**src/rtl/wb_pkg.sv**
```systemverilog
// wb_pkg: shared definitions for the write-back stage.
//   - WB_SEL_* : result format select codes carried with each result.
//   - wb_entry_t : buffered-result layout {dest, wen_eff, data} for the
//     default configuration (16-bit data, 5-bit register address).
package wb_pkg;

  localparam logic [1:0] WB_SEL_ALU = 2'b00;
  localparam logic [1:0] WB_SEL_LBS = 2'b01;
  localparam logic [1:0] WB_SEL_LBU = 2'b10;
  localparam logic [1:0] WB_SEL_LW  = 2'b11;

  localparam int WB_DATA_W = 16;
  localparam int WB_ADDR_W = 5;

  typedef struct packed {
    logic [WB_ADDR_W-1:0] dest;
    logic                 wen;   // already cleared for r0
    logic [WB_DATA_W-1:0] data;  // already formatted
  } wb_entry_t;

endpackage

```
**src/rtl/wb_fifo.sv**
```systemverilog
// wb_fifo: small in-order result buffer for the write-back stage.
// Ports:
//   clk, rst              clock, synchronous active-high reset
//   push, push_*          enqueue one formatted result
//   pop, head_*           dequeue / current oldest entry
//   count                 number of buffered entries
//   ent_vld/ent_wen/ent_dest  per-slot view used by the hazard compare
// Pointers wrap naturally because DEPTH is a power of two.
module wb_fifo
  import wb_pkg::*;
#(
  parameter int DW    = 16,
  parameter int AW    = 5,
  parameter int DEPTH = 2,
  localparam int PW   = $clog2(DEPTH),
  localparam int CW   = $clog2(DEPTH + 1)
) (
  input  logic                      clk,
  input  logic                      rst,
  input  logic                      push,
  input  logic [AW-1:0]             push_dest,
  input  logic                      push_wen,
  input  logic [DW-1:0]             push_data,
  input  logic                      pop,
  output logic [AW-1:0]             head_dest,
  output logic                      head_wen,
  output logic [DW-1:0]             head_data,
  output logic [CW-1:0]             count,
  output logic [DEPTH-1:0]          ent_vld,
  output logic [DEPTH-1:0]          ent_wen,
  output logic [DEPTH-1:0][AW-1:0]  ent_dest
);

  typedef struct packed {
    logic [AW-1:0] dest;
    logic          wen;
    logic [DW-1:0] data;
  } ent_t;

  ent_t             mem [DEPTH];
  logic [PW-1:0]    rd_ptr, wr_ptr;
  logic [DEPTH-1:0] vld_q;

  always_ff @(posedge clk) begin
    if (rst) begin
      rd_ptr <= '0;
      wr_ptr <= '0;
      count  <= '0;
      vld_q  <= '0;
    end else begin
      if (pop) begin
        rd_ptr        <= rd_ptr + 1'b1;
        vld_q[rd_ptr] <= 1'b0;
      end
      // A push never lands on the slot being popped (full blocks push).
      if (push) begin
        mem[wr_ptr]   <= '{dest: push_dest, wen: push_wen, data: push_data};
        wr_ptr        <= wr_ptr + 1'b1;
        vld_q[wr_ptr] <= 1'b1;
      end
      case ({push, pop})
        2'b10:   count <= count + 1'b1;
        2'b01:   count <= count - 1'b1;
        default: ;
      endcase
    end
  end

  assign head_dest = mem[rd_ptr].dest;
  assign head_wen  = mem[rd_ptr].wen;
  assign head_data = mem[rd_ptr].data;

  for (genvar i = 0; i < DEPTH; i++) begin : g_ent
    assign ent_vld[i]  = vld_q[i];
    assign ent_wen[i]  = mem[i].wen;
    assign ent_dest[i] = mem[i].dest;
  end

endmodule

```
**src/rtl/wb_stage.sv**
```systemverilog
// wb_stage: pipeline write-back stage, sole driver of the register-file
// write port.
// Ports:
//   clk, rst                    clock, synchronous active-high reset
//   in_valid/in_ready           result handshake from the memory stage
//   in_dest/in_wen/in_sel/in_byte/in_alu/in_mem  result fields
//   stall                       freeze: no write issued this cycle
//   w_data/w_addr/w_ena         registered register-file write port
//   q1_addr/q2_addr, q1_busy/q2_busy  decode read-address hazard query
// Results are formatted on accept. With an empty buffer the accepted input
// issues straight through; otherwise the buffer head issues and the input
// is queued behind it, so order is preserved.
module wb_stage
  import wb_pkg::*;
#(
  parameter int DATA_WIDTH = 16,
  parameter int ADDR_WIDTH = 5,
  parameter int FIFO_DEPTH = 2
) (
  input  logic                  clk,
  input  logic                  rst,
  input  logic                  in_valid,
  output logic                  in_ready,
  input  logic [ADDR_WIDTH-1:0] in_dest,
  input  logic                  in_wen,
  input  logic [1:0]            in_sel,
  input  logic                  in_byte,
  input  logic [DATA_WIDTH-1:0] in_alu,
  input  logic [DATA_WIDTH-1:0] in_mem,
  input  logic                  stall,
  output logic [DATA_WIDTH-1:0] w_data,
  output logic [ADDR_WIDTH-1:0] w_addr,
  output logic                  w_ena,
  input  logic [ADDR_WIDTH-1:0] q1_addr,
  input  logic [ADDR_WIDTH-1:0] q2_addr,
  output logic                  q1_busy,
  output logic                  q2_busy
);

  localparam int CW = $clog2(FIFO_DEPTH + 1);
  localparam logic [CW-1:0] FULL = CW'(FIFO_DEPTH);

  // format
  logic [7:0]            byte_v;
  logic [DATA_WIDTH-1:0] in_fmt;
  logic                  in_wen_eff;

  always_comb begin
    byte_v = in_byte ? in_mem[15:8] : in_mem[7:0];
    case (in_sel)
      WB_SEL_LBS: in_fmt = {{(DATA_WIDTH-8){byte_v[7]}}, byte_v};
      WB_SEL_LBU: in_fmt = {{(DATA_WIDTH-8){1'b0}}, byte_v};
      WB_SEL_LW:  in_fmt = in_mem;
      default:    in_fmt = in_alu;
    endcase
  end

  assign in_wen_eff = in_wen && (in_dest != '0);

  // buffer + issue
  logic [CW-1:0]                      count;
  logic [ADDR_WIDTH-1:0]              head_dest;
  logic                               head_wen;
  logic [DATA_WIDTH-1:0]              head_data;
  logic [FIFO_DEPTH-1:0]              ent_vld, ent_wen;
  logic [FIFO_DEPTH-1:0][ADDR_WIDTH-1:0] ent_dest;
  logic empty, accept, issue, push, pop;
  logic [ADDR_WIDTH-1:0] src_dest;
  logic                  src_wen;
  logic [DATA_WIDTH-1:0] src_data;

  assign in_ready = (count != FULL);
  assign empty    = (count == '0);
  assign accept   = in_valid && in_ready;
  assign issue    = !stall && (!empty || accept);
  assign pop      = issue && !empty;
  assign push     = accept && !(issue && empty);   // bypass skips the buffer

  assign src_dest = empty ? in_dest    : head_dest;
  assign src_wen  = empty ? in_wen_eff : head_wen;
  assign src_data = empty ? in_fmt     : head_data;

  wb_fifo #(.DW(DATA_WIDTH), .AW(ADDR_WIDTH), .DEPTH(FIFO_DEPTH)) u_fifo (
    .clk       (clk),
    .rst       (rst),
    .push      (push),
    .push_dest (in_dest),
    .push_wen  (in_wen_eff),
    .push_data (in_fmt),
    .pop       (pop),
    .head_dest (head_dest),
    .head_wen  (head_wen),
    .head_data (head_data),
    .count     (count),
    .ent_vld   (ent_vld),
    .ent_wen   (ent_wen),
    .ent_dest  (ent_dest)
  );

  // write port
  always_ff @(posedge clk) begin
    if (rst) begin
      w_ena  <= 1'b0;
      w_addr <= '0;
      w_data <= '0;
    end else if (issue) begin
      w_ena  <= src_wen;
      w_addr <= src_dest;
      w_data <= src_data;
    end else begin
      w_ena  <= 1'b0;
    end
  end

  // hazard query: in-flight = buffered entries plus the write on the port
  logic [1:0][ADDR_WIDTH-1:0] q_addr;
  logic [1:0]                 q_busy;

  assign q_addr = {q2_addr, q1_addr};

  for (genvar p = 0; p < 2; p++) begin : g_q
    logic hit;
    always_comb begin
      hit = w_ena && (w_addr == q_addr[p]);
      for (int e = 0; e < FIFO_DEPTH; e++)
        if (ent_vld[e] && ent_wen[e] && (ent_dest[e] == q_addr[p])) hit = 1'b1;
    end
    assign q_busy[p] = hit && (q_addr[p] != '0);
  end

  assign q1_busy = q_busy[0];
  assign q2_busy = q_busy[1];

endmodule

```
**config.mk**
```make
export PLATFORM = sky130hd
export DESIGN_NAME = wb_stage
export DESIGN_NICKNAME = d
export VERILOG_FILES = /design/src/rtl/wb_pkg.sv /design/src/rtl/wb_fifo.sv /design/src/rtl/wb_stage.sv
export SDC_FILE = /design/constraint.sdc
export NUM_CORES = 1
export LEC_CHECK = 0
export CORE_ASPECT_RATIO = 0.75
export CORE_MARGIN = 10
export CORE_UTILIZATION = 45
export DETAILED_ROUTE_END_ITERATION = 8
export PLACE_DENSITY_LB_ADDON = 0.25
export SLEW_MARGIN = 0
export SYNTH_ARGS = -nofsm -noshare
export SYNTH_HDL_FRONTEND = slang
export SYNTH_SLANG_ARGS = --single-unit
```
**constraint.sdc**
```tcl
create_clock -name clk -period 2.95 [get_ports clk]
set_clock_uncertainty 0.15 [all_clocks]
set_input_delay 0.59 -clock clk [delete_from_list [all_inputs] [get_ports clk]]
set_output_delay 0.59 -clock clk [all_outputs]
set_load 0.02 [all_outputs]
```
==> impl_metrics.prom <==
# TYPE chip_impl_metric gauge
chip_impl_info{name="status",value="finished clean"} 1
chip_impl_metric{name="drt_first_pass_iters",unit=""} 4
chip_impl_metric{name="nNetsFinal",unit=""} 510
chip_impl_info{name="cells_traversed_along_the_worst_timing_path",value="clkdlybuf4s50_1, xor2_1, nor4_1, nand3_1, a21oi_1, clkbuf_2"} 1
chip_impl_metric{name="cell_area_after_technology_mapping",unit="um2"} 3880
chip_impl_info{name="r2r-start",value="u_fifo.count[1]$_SDFFE_PP0P_"} 1
chip_impl_metric{name="peakVddDrop",unit="uV"} 444
chip_impl_metric{name="async_set_reset_flop_share_out_of_synthesis",unit=""} 0
chip_impl_metric{name="gp_congestion",unit=""} 0.948
chip_impl_metric{name="grt_use_met3",unit=""} 0.0457
chip_impl_metric{name="power_per_cell_area",unit="nW/um2"} 696
chip_impl_metric{name="detail_route.iter0.violations",unit=""} 257
chip_impl_metric{name="antennaDiodeCount",unit=""} 0
chip_impl_info{name="crit_start_category",value="primary input"} 1
chip_impl_info{name="dominant_delay_contributor_by_cell_family_on_the_critical_path",value="buffers and inverters"} 1
chip_impl_info{name="min-delay-start",value="w_data[10]$_SDFFE_PP0N_"} 1
chip_impl_metric{name="row_count",unit=""} 29
chip_impl_metric{name="maxCapViolations",unit=""} 0
chip_impl_metric{name="fin_hold_ws",unit="ps"} 303
chip_impl_metric{name="worstPathRequired",unit="ps"} 2210
chip_impl_metric{name="final_period_minus_worst_setup_slack",unit="ps"} 2770
chip_impl_metric{name="num-fill-cells",unit=""} 711
chip_impl_metric{name="drt_wl_total",unit="um"} 10700
chip_impl_info{name="critPathLaunch",value="q2_addr[3]"} 1
chip_impl_metric{name="overflow",unit=""} 0
chip_impl_metric{name="synthesis.instances",unit=""} 371
chip_impl_metric{name="detail_route.drc_violations",unit=""} 0
chip_impl_info{name="grt_setup_unrepaired",value="false"} 1
chip_impl_metric{name="critical_path_depth",unit=""} 6
chip_impl_metric{name="vias",unit=""} 3160
chip_impl_metric{name="via_per_inst",unit=""} 5.57
chip_impl_metric{name="dpl.cell_count",unit=""} 551
chip_impl_metric{name="post-synth-top-area-fraction",unit=""} 0.340
chip_impl_metric{name="timing.fmax",unit="MHz"} 361
chip_impl_metric{name="cts.path.max_buffers",unit=""} 2
chip_impl_metric{name="groute.layer.met1.usage",unit=""} 0.209
chip_impl_metric{name="final_cells",unit=""} 567
chip_impl_info{name="setup.worst_path.end_class",value="primary output"} 1
chip_impl_metric{name="finish.utilization",unit=""} 0.605
chip_impl_metric{name="final_layout_size_suffix_gt1_frac",unit=""} 0.122
chip_impl_metric{name="tritoncts.num_buffers",unit=""} 9
chip_impl_metric{name="grt_pass1_wl",unit="um"} 17200
chip_impl_metric{name="report.power.total",unit="W"} 0.00355
chip_impl_info{name="worstSetupPathType",value="primary input to primary output"} 1
chip_impl_metric{name="worst_reg2reg_path_length_in_cells",unit=""} 5
chip_impl_metric{name="slew_viol_final",unit=""} 0
chip_impl_metric{name="fp.coreArea",unit="um2"} 8420
chip_impl_info{name="clockRootBuffer",value="clkbuf_16"} 1
chip_impl_metric{name="finalSetupViolCount",unit=""} 0
chip_impl_metric{name="via_count_of_the_first_global_routing_pass",unit=""} 3219
chip_impl_info{name="yosys-top-cells-area",value="edfxtp_1, dfxtp_1, xnor2_1, mux2i_1, o221ai_1"} 1
chip_impl_metric{name="io_pins",unit=""} 80
chip_impl_metric{name="globalRouteMet2Util",unit=""} 0.278
chip_impl_metric{name="cts_setup_buffers",unit=""} 0
chip_impl_metric{name="clock_sink_count",unit=""} 73
chip_impl_info{name="worstSetupEndpoint",value="q2_busy"} 1
chip_impl_metric{name="die_extent_in_y",unit="um"} 100
chip_impl_metric{name="ant_nets",unit=""} 0
chip_impl_metric{name="yosys_warnings",unit=""} 0
chip_impl_metric{name="critical_path.n_buffers_inverters",unit=""} 2
chip_impl_metric{name="ff_latch_count_synth",unit=""} 73
chip_impl_metric{name="crit_path_max_fanout",unit=""} 4
chip_impl_metric{name="relative_area_change_from_synthesis_to_final_layout",unit="%"} 31.1
chip_impl_info{name="r2r_end",value="u_fifo.count[1]$_SDFFE_PP0P_"} 1
chip_impl_metric{name="power.static_leakage",unit="nW"} 1.77
chip_impl_metric{name="regToRegSetupSlack",unit="ps"} 750
chip_impl_info{name="worst_hold_path_type",value="flip-flop to flip-flop"} 1
chip_impl_info{name="synth_largest_area_cell",value="edfxtp_1"} 1
chip_impl_metric{name="clk_pin_slew_worst_paths",unit="ps"} 50
chip_impl_metric{name="io_buffer_count",unit=""} 79
chip_impl_metric{name="syn_area_per_cell",unit="um2"} 10.5
chip_impl_metric{name="edff_count_synth",unit=""} 44
chip_impl_metric{name="clock_latency",unit="ps"} 330
chip_impl_metric{name="grt_antenna_before_repair",unit=""} 0
chip_impl_metric{name="postSynthNetCount",unit=""} 427
chip_impl_metric{name="synth_seq_area_share",unit=""} 0.490
chip_impl_info{name="timing.critical_path.slowest_stage_cell",value="clkdlybuf4s50_1"} 1
chip_impl_info{name="synth_ff_type",value="edfxtp_1"} 1
chip_impl_info{name="global_route.peak_usage_layer",value="met2"} 1
chip_impl_metric{name="dpl.hpwl",unit="um"} 8100
chip_impl_metric{name="die_w",unit="um"} 127
chip_impl_metric{name="timing.critical_path.slowest_cell_delay",unit="ps"} 510
chip_impl_metric{name="grt_start_max_net_pins",unit=""} 18
chip_impl_metric{name="ys_types",unit=""} 45
chip_impl_metric{name="crit_arrival",unit="ps"} 2030
chip_impl_info{name="mostFrequentLayoutCells",value="clkdlybuf4s50_1, edfxtp_1, dfxtp_1"} 1
chip_impl_metric{name="start_util",unit=""} 0.462
chip_impl_metric{name="wl_per_cell",unit="um"} 18.8
chip_impl_metric{name="hold_violations",unit=""} 0
chip_impl_info{name="most_common_cell_after_layout_fill_and_taps_aside",value="clkdlybuf4s50_1"} 1
chip_impl_metric{name="worst-slew-pin-transition",unit="ps"} 710
chip_impl_metric{name="clock_tree.htree_level_count",unit=""} 3
chip_impl_info{name="tritoncts",value="built"} 1
chip_impl_metric{name="period_share",unit=""} 0.938
chip_impl_metric{name="slew_headroom",unit=""} 0.526
chip_impl_metric{name="global_route.usage.total",unit=""} 0.167
chip_impl_metric{name="die-area",unit="um2"} 12800
-- repair_timing --
| item | in CTS | in global routing |
|---|---|---|
| setup endpoints to repair | 2 | 2 |
| pin swaps | 0 | 0 |
| hold endpoints to repair | 0 | 0 |
| cloned | 0 | 0 |
| gates resized for setup | 2 | 4 |
| hold buffers | 0 | 0 |
-- synthesized netlist by cell type, drive strengths merged (9+ instances only) --
library cell / instances
a21oi: 19
buf: 17
clkbuf: 9
dfxtp: 29
edfxtp: 44
inv: 15
mux2i: 15
nand2: 27
nand3: 22
nand3b: 9
nor2: 14
nor2b: 10
nor3: 17
o221ai: 16
or2: 11
xnor2: 23
xor2: 10
-- metal layers --
metal	vias to the layer above	wire length [um]
li1	1562	-
met1	1520	4720
met2	69	5330
met3	9	540
met4	0	87
met5	-	0
-- worst register-to-register path: cells and delay by family, from the launching register on --
| family | cells | cell delay (ps) |
|---|---|---|
| AOI/OAI and AO/OA | 2 | 500 |
| DFF | 1 | 540 |
| adders and majority gates | 1 | 340 |
| and+or+nand+nor | 2 | 580 |
-- report_power, final --
group,leakage (nW),switching (W),internal (W)
registers,0.641,0.000143,0.00123
logic,0.986,0.000648,0.000522
clock network,0.139,0.000389,0.000611
-- stage by stage --
step           setup slack, ps  setup TNS (ps)  cell area, um2
2_1_floorplan              525               0            3890
4_1_cts                   30.6               0            5100
3_5_place_dp              -240            -460            4830
6_report                   184               0            5090
3_3_place_gp              -193            -358            4830
5_1_grt                    120               0            5090
-- final cells by class --
type,count,area (um2),share of cell area
inverters,16,60.1,0.0118
multi-input cells,256,1800,0.353
flip-flops and latches,73,1900,0.373
clock inverters,3,15.0,0.00295
well taps,108,135,0.0265
repair buffers,98,923,0.181
clock buffers,13,260,0.0511
-- how the worst min path moves through the flow --
stage / to / depth (start not counted) / slack (ps)
5_1_grt: w_data[9]$_SDFFE_PP0N_ / 2 / 330
4_1_cts: w_data[8]$_SDFFE_PP0N_ / 2 / 300
3_3_place_gp: w_data[8]$_SDFFE_PP0N_ / 2 / 300
2_1_floorplan: u_fifo.ent_vld[0]$_SDFF_PP0_ / 1 / 330
6_report: w_data[10]$_SDFFE_PP0N_ / 2 / 300
3_5_place_dp: w_data[8]$_SDFFE_PP0N_ / 2 / 300
-- cell families after synthesis --
kind of cell / after synthesis / synth area share
AO/OA/AOI/OAI: 81 / 0.174
XOR/XNOR: 33 / 0.0744
adder cells (fa/ha/maj): 1 / 0.00322
buffers and inverters: 42 / 0.0506
flip-flops: 73 / 0.490
multiplexers: 15 / 0.0386
AND/OR/NAND/NOR: 126 / 0.169
-- sequential cells by signal (all words and copies together) (netlist names), named ones only --
signal / count
u_fifo.mem: 44
u_fifo.count: 2
w_addr: 5
u_fifo.wr_ptr: 1
u_fifo.ent_vld: 2
u_fifo.rd_ptr: 1
w_ena: 1
w_data: 16
Note: power is estimated with default switching activity, not from simulation.
